===== config.mk =====
export PLATFORM = sky130hd
export DESIGN_NAME = debounce_edge
export DESIGN_NICKNAME = d
export VERILOG_FILES = /design/src/rtl/debounce_edge.sv
export SDC_FILE = /design/constraint.sdc
export NUM_CORES = 1
export LEC_CHECK = 0
export BUFFER_PORTS_ARGS = -buffer_cell sky130_fd_sc_hd__buf_2
export CAP_MARGIN = 20
export CELL_PAD_IN_SITES_DETAIL_PLACEMENT = 1
export CELL_PAD_IN_SITES_GLOBAL_PLACEMENT = 1
export CORE_MARGIN = 2
export CORE_UTILIZATION = 36
export DETAILED_ROUTE_END_ITERATION = 8
export PLACE_DENSITY = 0.67
export SETUP_SLACK_MARGIN = 0.2
export SLEW_MARGIN = 20
export SYNTH_ARGS = -nofsm -noshare
export SYNTH_HDL_FRONTEND = slang
export SYNTH_SLANG_ARGS = --single-unit
export TNS_END_PERCENT = 100

===== constraint.sdc =====
create_clock -name clk -period 1.6 [get_ports clk]
set_input_delay 0.08 -clock clk [delete_from_list [all_inputs] [get_ports clk]]
set_output_delay 0.08 -clock clk [all_outputs]
set_load 0.01 [all_outputs]

===== src/rtl/debounce_edge.sv =====
// Synchronizes and debounces an asynchronous level input, producing a filtered
// level, one-cycle rise/fall pulses and a wrapping count of accepted changes.
module debounce_edge #(
  parameter int SYNC_STAGES     = 2,
  parameter int DEBOUNCE_CYCLES = 4
) (
  input  logic       clk,
  input  logic       reset,
  input  logic       d_i,
  output logic       level_o,
  output logic       rise_o,
  output logic       fall_o,
  output logic [7:0] edge_cnt_o
);

  localparam int CW = $clog2(DEBOUNCE_CYCLES + 1);
  localparam logic [CW-1:0] CNT_LAST = CW'(DEBOUNCE_CYCLES - 1);

  logic [SYNC_STAGES-1:0] sync_q, sync_d;
  logic                   sync;
  logic [CW-1:0]          cnt_q, cnt_d;
  logic                   level_q, level_d;
  logic                   rise_q, rise_d;
  logic                   fall_q, fall_d;
  logic [7:0]             edge_cnt_q, edge_cnt_d;

  // Plain flop chain, nothing between stages, to keep metastability contained.
  assign sync_d[0] = d_i;
  generate
    for (genvar gi = 1; gi < SYNC_STAGES; gi++) begin : g_sync
      assign sync_d[gi] = sync_q[gi-1];
    end
  endgenerate

  assign sync = sync_q[SYNC_STAGES-1];

  always_comb begin
    cnt_d      = '0;
    level_d    = level_q;
    rise_d     = 1'b0;
    fall_d     = 1'b0;
    edge_cnt_d = edge_cnt_q;
    if (sync != level_q) begin
      if (cnt_q == CNT_LAST) begin
        // New value has persisted long enough: accept it and restart the count.
        level_d    = sync;
        rise_d     = sync;
        fall_d     = ~sync;
        edge_cnt_d = edge_cnt_q + 8'd1;
      end else if (cnt_q < CNT_LAST) begin
        cnt_d = cnt_q + CW'(1);
      end
    end
  end

  always_ff @(posedge clk) begin
    if (reset) begin
      sync_q     <= '0;
      cnt_q      <= '0;
      level_q    <= 1'b0;
      rise_q     <= 1'b0;
      fall_q     <= 1'b0;
      edge_cnt_q <= 8'd0;
    end else begin
      sync_q     <= sync_d;
      cnt_q      <= cnt_d;
      level_q    <= level_d;
      rise_q     <= rise_d;
      fall_q     <= fall_d;
      edge_cnt_q <= edge_cnt_d;
    end
  end

  assign level_o    = level_q;
  assign rise_o     = rise_q;
  assign fall_o     = fall_q;
  assign edge_cnt_o = edge_cnt_q;

endmodule


==> reports/qor.csv, run 1 <==
stage,metric,value,unit
sta,final hold slack,29.6,ps
routing,Met2 Routed Length,1.06,mm
worst_hold_path,HP Class,in2reg,
worst_setup_path,worst setup path class,reg2reg,
worst_setup_path,buffering stage count on the worst path with inverters included,0,
sta,unrepaired setup endpoints after global routing,yes,
sta,Layout Skew,0.826,ps
placement,HPWL reported at the end of detailed placement,1.02,mm
clocking,CTS tree,built,
sta,max-slew headroom at the worst pin,77.1,%
sta,"Hold Violations, Final",0,
yosys,largest family of logic cells by synthesized area,simple AND/OR/NAND/NOR gates,
routing,Detailed Routing Iterations Pass 1,3,
yosys,simple-gate area share of the yosys netlist,30.3,%
worst_setup_path,depth of the worst register-to-register path,4,
placement,total instance count after detailed placement,108,
yosys,mapped cell area,744,sq um
worst_setup_path,Worst Path Arrival,1680,ps
power,power per cell area,583,nW/um^2
yosys,adder and majority gate portion of the synthesized area,5.04,%
cells_and_area,FILL cells,238,
sta,maximum clock frequency,677,MHz
power,sequential cell fraction of total power,62.7,%
yosys,number of warnings reported in the yosys synthesis log,0,
routing,routed length on met3,32,um
clocking,number of buffers added by the clock tree synthesis step,3,
worst_hold_path,hold endpoint,sync_q[0],
clocking,post-CTS clock slew at the launch and capture registers of the worst setup and hold paths,90,ps
yosys,multiplexer share of the synthesized area,5.88,%
cells_and_area,fraction of layout instances using a drive strength above 1,60.4,%
worst_setup_path,endpoint kind of the worst setup timing path,register,
floorplan,Die H,49.5,um
sta,Total Neg Setup Slack,0,ps
grt,Congestion Overflow GR,0,
power,share of total power in the clock network,31.8,%
worst_setup_path,"reg-to-reg slack, setup",120,ps
clocking,cts hold-fix bufs,0,
status,result of the run,"complete, no violations",
routing,WL final,1.87,mm
yosys,Synth Register Bits,16,
power,NetSw,0.000135,W
routing,number of nets still failing antenna checks after routing,0,
cells_and_area,count of non-filler cells in the finished layout,123,
grt,pin count of the biggest net entering global routing,18,
routing,initial DRC count,10,
cells_and_area,Nets,104,
placement,count of buffers from port buffering,13,
worst_setup_path,terminus of the critical flop-to-flop path,cnt_q[2],
yosys,"Avg Cell Area, Syn",10.8,sq um
sta,actual slew at the worst max-slew pin,340,ps
clocking,clock root cell,sky130_fd_sc_hd__clkbuf_4,
worst_setup_path,slowest cell on the critical path,sky130_fd_sc_hd__or4_4,
yosys,sequential element share of the synthesized area,43.0,%
yosys,share of the synthesized area in compound gates (AO/OA/AOI/OAI),10.4,%
routing,routed metal-1 wirelength,768,um
worst_setup_path,most frequent cell on the critical path,sky130_fd_sc_hd__ha_4,
worst_setup_path,cell breakdown of the critical path,"ha_4, ha_4, or4_4, a211oi_2",
floorplan,row cnt,16,
cells_and_area,antenna fix cells,0,
power,Peak VDD IR,0.515,mV
floorplan,Starting Density,37.9,%
cells_and_area,most common library cell in the layout ignoring fill and taps,sky130_fd_sc_hd__buf_2,
clocking,CTS H-tree depth,1,
worst_setup_path,"Largest delay share family, worst path",simple AND/OR/NAND/NOR gates,
clocking,number of buffers on the longest clock path,2,
worst_setup_path,Worst setup SP type,register,
power,P_int,0.000495,W
routing,average wire per cell in the routed design,15.2,um
sta,min cycle time layout,1480,ps
grt,global-route wire length before repair,2.79,mm
yosys,Cells after Synth,69,
worst_hold_path,origin of the worst min-delay path,d_i,
sta,endpoints failing setup,0,
worst_setup_path,reg2reg start,cnt_q[1],
worst_setup_path,data required time at the worst endpoint,1800,ps
routing,highest routing layer actually used,met4,
floorplan,area of the core,1960,sq um
power,sw frac,21.5,%
grt,number of global-route vias before repair,639,
yosys,post-synth net total,75,
power,portion of total power attributed to combinational logic,5.5,%
worst_setup_path,cell count along the critical path,4,
sta,post-route clock period utilization,92.3,%
run,total of max-cap violations,0,
cells_and_area,"Area growth, synth to finish",45.2,%
placement,GPL Wtd Cong,0.641,
worst_setup_path,largest fanout on the critical path,3,
power,standby leakage power,0.446,nW
worst_setup_path,Critical Path Max Stage Delay,500,ps
worst_hold_path,cell depth of the worst min-delay path,2,
clocking,clock latency at the later pin of the worst-skew pair,270,ps
routing,Residual DRC,0,
grt,initial antenna violation count,0,
cells_and_area,Layout Cell Area excl Fill,1080,sq um
floorplan,width of the chip,49.5,um
floorplan,die outline area,2450,sq um
yosys,synth unique cells,27,
routing,routed via count divided by cell count,5.18,
placement,cell area reported after detailed placement,858,sq um
cells_and_area,"leading cell types in the layout, fill and taps excluded","sky130_fd_sc_hd__buf_2, sky130_fd_sc_hd__buf_4, sky130_fd_sc_hd__dfxtp_1",
grt,GRT Util Overall,14.9,%
routing,total via count after detailed routing,637,
yosys,xor/xnor cell area share of the yosys netlist,1.18,%
floorplan,Top Ports,14,
clocking,count of clock tree sinks,16,
power,Total Power,0.000630,W
sta,"Slew Viols, Final",0,
[kinds of logic after synthesis]
| family | Yosys count |
|---|---|
| flops | 16 |
| buf+inv | 6 |
| mux | 4 |
| xor+xnor | 1 |
| simple gates | 27 |
| fa+ha+maj | 3 |
| compound gates | 12 |
[worst register-to-register path: stages, from the launching register on]
cell and delay (ps):
sky130_fd_sc_hd__dfxtp_4 360, sky130_fd_sc_hd__ha_4 170, sky130_fd_sc_hd__ha_4 160, sky130_fd_sc_hd__or4_4 500, sky130_fd_sc_hd__a211oi_2 210
[layout make-up]
cell class	count	area [sq um]	area share (%)
Multi-Input combinational cell	47	485	44.9
Sequential cell	16	347	32.1
Timing Repair Buffer	27	181	16.8
Tap cell	27	33.8	3.12
Clock buffer	3	22.5	2.08
Inverter	3	11.3	1.04
[through the flow]
| step | util (%) | setup WS, ps |
|---|---|---|
| 2_1_floorplan | - | 198 |
| 3_3_place_gp | 43.8 | 167 |
| 3_5_place_dp | 43.8 | 127 |
| 4_1_cts | 48.6 | 146 |
| 5_1_grt | 55.1 | 86.1 |
| 6_report | 55.1 | 124 |
[registers in the layout, summed over array words and instances (netlist names)]
register / flops
sync_q: 2
cnt_q: 3
edge_cnt_o: 8
fall_o: 1
rise_o: 1
level_o: 1
[routing by layer]
| layer | up-vias | GRT usage, % |
|---|---|---|
| met1 | 323 | 16.1 |
| met3 | 2 | 2.73 |
| met2 | 6 | 28.4 |
| met5 | - | 0 |
| met4 | 0 | 5.56 |
| li1 | 306 | - |
[synth_stat cells (all sizes together)]
master | number | area, sq um
a211oi | 2 | 20.0
a21oi | 5 | 25.0
buf | 2 | 16.3
clkbuf | 1 | 3.75
dfxtp | 16 | 320
ha | 3 | 37.5
inv | 3 | 11.3
mux2 | 3 | 33.8
mux2i | 1 | 10.0
nand2 | 1 | 3.75
nand2b | 1 | 13.8
nand3 | 2 | 10.0
nand4 | 2 | 12.5
nor2 | 5 | 18.8
nor2b | 5 | 31.3
nor4 | 2 | 42.5
nor4b | 1 | 23.8
nor4bb | 2 | 20.0
o21ai | 2 | 10.0
o31ai | 3 | 22.5
or3 | 1 | 6.26
or3b | 1 | 8.76
or4 | 4 | 33.8
xnor2 | 1 | 8.76
[worst max path at each step]
stage               startpoint  endpoint  slack, ps
detailed placement    cnt_q[0]  cnt_q[2]        130
global placement      cnt_q[0]  cnt_q[2]        170
finish                cnt_q[1]  cnt_q[2]        120
global route          cnt_q[0]  cnt_q[2]         90
CTS                   cnt_q[1]  cnt_q[2]        150
floorplan             cnt_q[0]  cnt_q[2]        200
[power groups by stage]
stage | Combinational [W] | Sequential [W] | Clock [W]
2_1_floorplan | 0.0000153 | 0.000412 | 0
3_3_place_gp | 0.0000229 | 0.000413 | 0
3_5_place_dp | 0.0000237 | 0.000413 | 0
4_1_cts | 0.0000261 | 0.000399 | 0.000213
5_1_grt | 0.0000378 | 0.000396 | 0.000235
6_report | 0.0000344 | 0.000395 | 0.000201
[timing repair]
item                       CTS  global route
pin swaps                    3            12
setup endpoints to repair    5            11
setup buffers                5             6
resized for setup            9            21
cloned                       0             1
(Power assumes the default switching activity.)
==> inputs of run 2 (changes only) <==
==> constraint.sdc (replaced) <==
create_clock -name clk -period 1.29 [get_ports clk]
set_input_delay 0.0645 -clock clk [delete_from_list [all_inputs] [get_ports clk]]
set_output_delay 0.0645 -clock clk [all_outputs]
set_load 0.01 [all_outputs]
==> run 2 against run 1 <==
  * The run now ends with setup timing left
  * Critical path depth stayed put
  * Clock skew is 0.58 ps higher
  * Hold slack better by 62 ps
  * Worst setup slack worse by 260 ps
  * Global-route usage is 3.8 points higher
  * Via count is 8.2% higher
  * Clock power is 33% higher
  * Total power is 29% higher
  * Largest cell class unchanged
  * Largest power group unchanged
==> reports/qor.csv, run 2 (synthesis gave the netlist of run 1 again) <==
stage,metric,value,unit,change
power,share of total power in the clock network,32.8,%,+1.0 points
worst_setup_path,Worst Path Arrival,1630,ps,-50 ps
placement,HPWL reported at the end of detailed placement,1.34,mm,+31%
routing,total via count after detailed routing,689,,+8.2%
grt,initial antenna violation count,0,,unchanged
placement,Worst Setup Slack post-DPL,-140,ps,-267 ps
routing,Detailed Routing Iterations Pass 1,3,,unchanged
sta,unrepaired setup endpoints after global routing,yes,,
sta,final hold slack,91.2,ps,+61.5 ps
power,portion of total power attributed to combinational logic,6.1,%,+0.6 points
cells_and_area,Layout Cell Area excl Fill,1200,sq um,+11%
worst_setup_path,worst setup path class,reg2reg,,
cells_and_area,"leading cell types in the layout, fill and taps excluded","sky130_fd_sc_hd__buf_4, sky130_fd_sc_hd__buf_2, sky130_fd_sc_hd__dfxtp_1",,
worst_hold_path,HP Class,in2reg,,
sta,post-route clock period utilization,110,%,+18 points
routing,routed via count divided by cell count,5.10,,-1.5%
clocking,post-CTS clock slew at the launch and capture registers of the worst setup and hold paths,90,ps,about the same
sta,endpoints failing setup,13,,+13
floorplan,Top Ports,14,,unchanged
routing,WL final,1.95,mm,+4.0%
power,Peak VDD IR,0.792,mV,+54%
sta,final worst-path setup slack,-133,ps,-257 ps
power,P_int,0.000627,W,+27%
power,sw frac,22.7,%,+1.2 points
power,sequential cell fraction of total power,61.0,%,-1.7 points
cells_and_area,fraction of layout instances using a drive strength above 1,61.1,%,+0.69 points
worst_setup_path,data required time at the worst endpoint,1490,ps,-310 ps
cells_and_area,"Area growth, synth to finish",60.8,%,
clocking,clock root cell,sky130_fd_sc_hd__clkbuf_4,,
floorplan,Starting Density,37.9,%,unchanged
worst_setup_path,endpoint kind of the worst setup timing path,register,,
routing,initial DRC count,4,,-6
routing,Residual DRC,0,,unchanged
sta,Layout Skew,1.41,ps,+0.581 ps
worst_setup_path,cell breakdown of the critical path,"ha_4, ha_4, or4_4, a211oi_2",,
clocking,count of clock tree sinks,16,,unchanged
sta,maximum clock frequency,703,MHz,+3.8%
floorplan,width of the chip,49.5,um,unchanged
run,total of max-cap violations,0,,unchanged
floorplan,die outline area,2450,sq um,unchanged
worst_setup_path,Critical Path Max Stage Delay,500,ps,about the same
clocking,CTS tree,built,,
cells_and_area,max FFs per register,8,,unchanged
floorplan,Die H,49.5,um,unchanged
cells_and_area,antenna fix cells,0,,unchanged
worst_setup_path,largest fanout on the critical path,3,,unchanged
placement,count of buffers from port buffering,13,,unchanged
clocking,CTS H-tree depth,1,,unchanged
power,power per cell area,678,nW/um^2,+16%
cells_and_area,most common library cell in the layout ignoring fill and taps,sky130_fd_sc_hd__buf_4,,
clocking,number of buffers added by the clock tree synthesis step,3,,unchanged
placement,cell area reported after detailed placement,1020,sq um,+19%
sta,"Hold Violations, Final",0,,unchanged
clocking,clock latency at the later pin of the worst-skew pair,280,ps,about the same
grt,number of global-route vias before repair,709,,+11%
worst_setup_path,Worst setup SP type,register,,
sta,"Slew Viols, Final",0,,unchanged
cells_and_area,Nets,115,,+11%
grt,Congestion Overflow GR,0,,unchanged
grt,GRT Util Overall,18.7,%,+3.8 points
status,result of the run,finished with violations,,
cells_and_area,share of the core filled with cells in the final layout,61.0,%,+5.9 points
routing,average wire per cell in the routed design,14.4,um,-5.2%
sta,max-slew headroom at the worst pin,80.6,%,+3.5 points
placement,GPL Wtd Cong,0.721,,+12%
routing,number of nets still failing antenna checks after routing,0,,unchanged
floorplan,row cnt,16,,unchanged
clocking,number of buffers on the longest clock path,2,,unchanged
worst_setup_path,most frequent cell on the critical path,sky130_fd_sc_hd__ha_4,,
grt,pin count of the biggest net entering global routing,17,,-1
worst_setup_path,slowest cell on the critical path,sky130_fd_sc_hd__or4_4,,
status,violations in the final reports,setup timing,,
floorplan,area of the core,1960,sq um,unchanged
sta,actual slew at the worst max-slew pin,291,ps,-49.9 ps
sta,min cycle time layout,1420,ps,-53.4 ps
grt,global-route wire length before repair,3.35,mm,+20%
power,NetSw,0.000184,W,+36%
power,standby leakage power,0.501,nW,+12%
run 2: power by group through the flow:
stage | clock (W) | combinational, W | sequential (W)
floorplan | 0 | 0.0000217 | 0.000509
global placement | 0 | 0.0000379 | 0.000508
detailed placement | 0 | 0.0000403 | 0.000509
CTS | 0.000283 | 0.0000479 | 0.000496
global route | 0.000300 | 0.0000537 | 0.000496
finish | 0.000267 | 0.0000499 | 0.000495
run 2: per-layer routing:
layer,GRT usage (%),up-vias,share of wire (%)
met5,0,-,0
met4,6.94,0,1.4
met3,5.76,4,3.2
met2,33.8,12,53
met1,20.4,336,42
li1,-,337,-
run 2: layout make-up:
cell class	instances	area (sq um)
fillers	228	764
well taps	27	33.8
clock inverters	1	3.75
clock buffers	3	22.5
inverters	3	11.3
flip-flops and latches	16	342
multi-input cells	48	518
repair buffers	37	267
run 2: repair_timing:
action	CTS	global route
gates cloned	1	0
endpoints found under the hold margin	1	0
setup endpoints to repair	14	16
resized for setup	10	6
hold buffers	1	0
pin swaps	3	3
setup buffers	4	2
run 2: stage by stage:
stage                     std cells  setup TNS [ps]  total power, W
after CTS                       133            -844        0.000826
after detailed placement        123            -636        0.000549
after floorplan                  69            -313        0.000531
final                           135            -821        0.000812
after global routing            135           -1350        0.000850
after global placement          123            -295        0.000546
run 2: path summary, 6_finish.rpt:
kind	start	slack, ps	end	depth (start not counted)
worst max-delay path	cnt_q[1]	-130	cnt_q[1]	4
worst min-delay path	reset	90	cnt_q[1]	3
worst max register to register	cnt_q[1]	-130	cnt_q[1]	4
worst min register to register	sync_q[0]	450	sync_q[1]	1
run 2: critical path, delay by kind of cell (launching register included):
kind	cells	cell delay [ps]
flops	1	350
fa+ha+maj	2	330
compound gates	1	160
simple gates	1	500
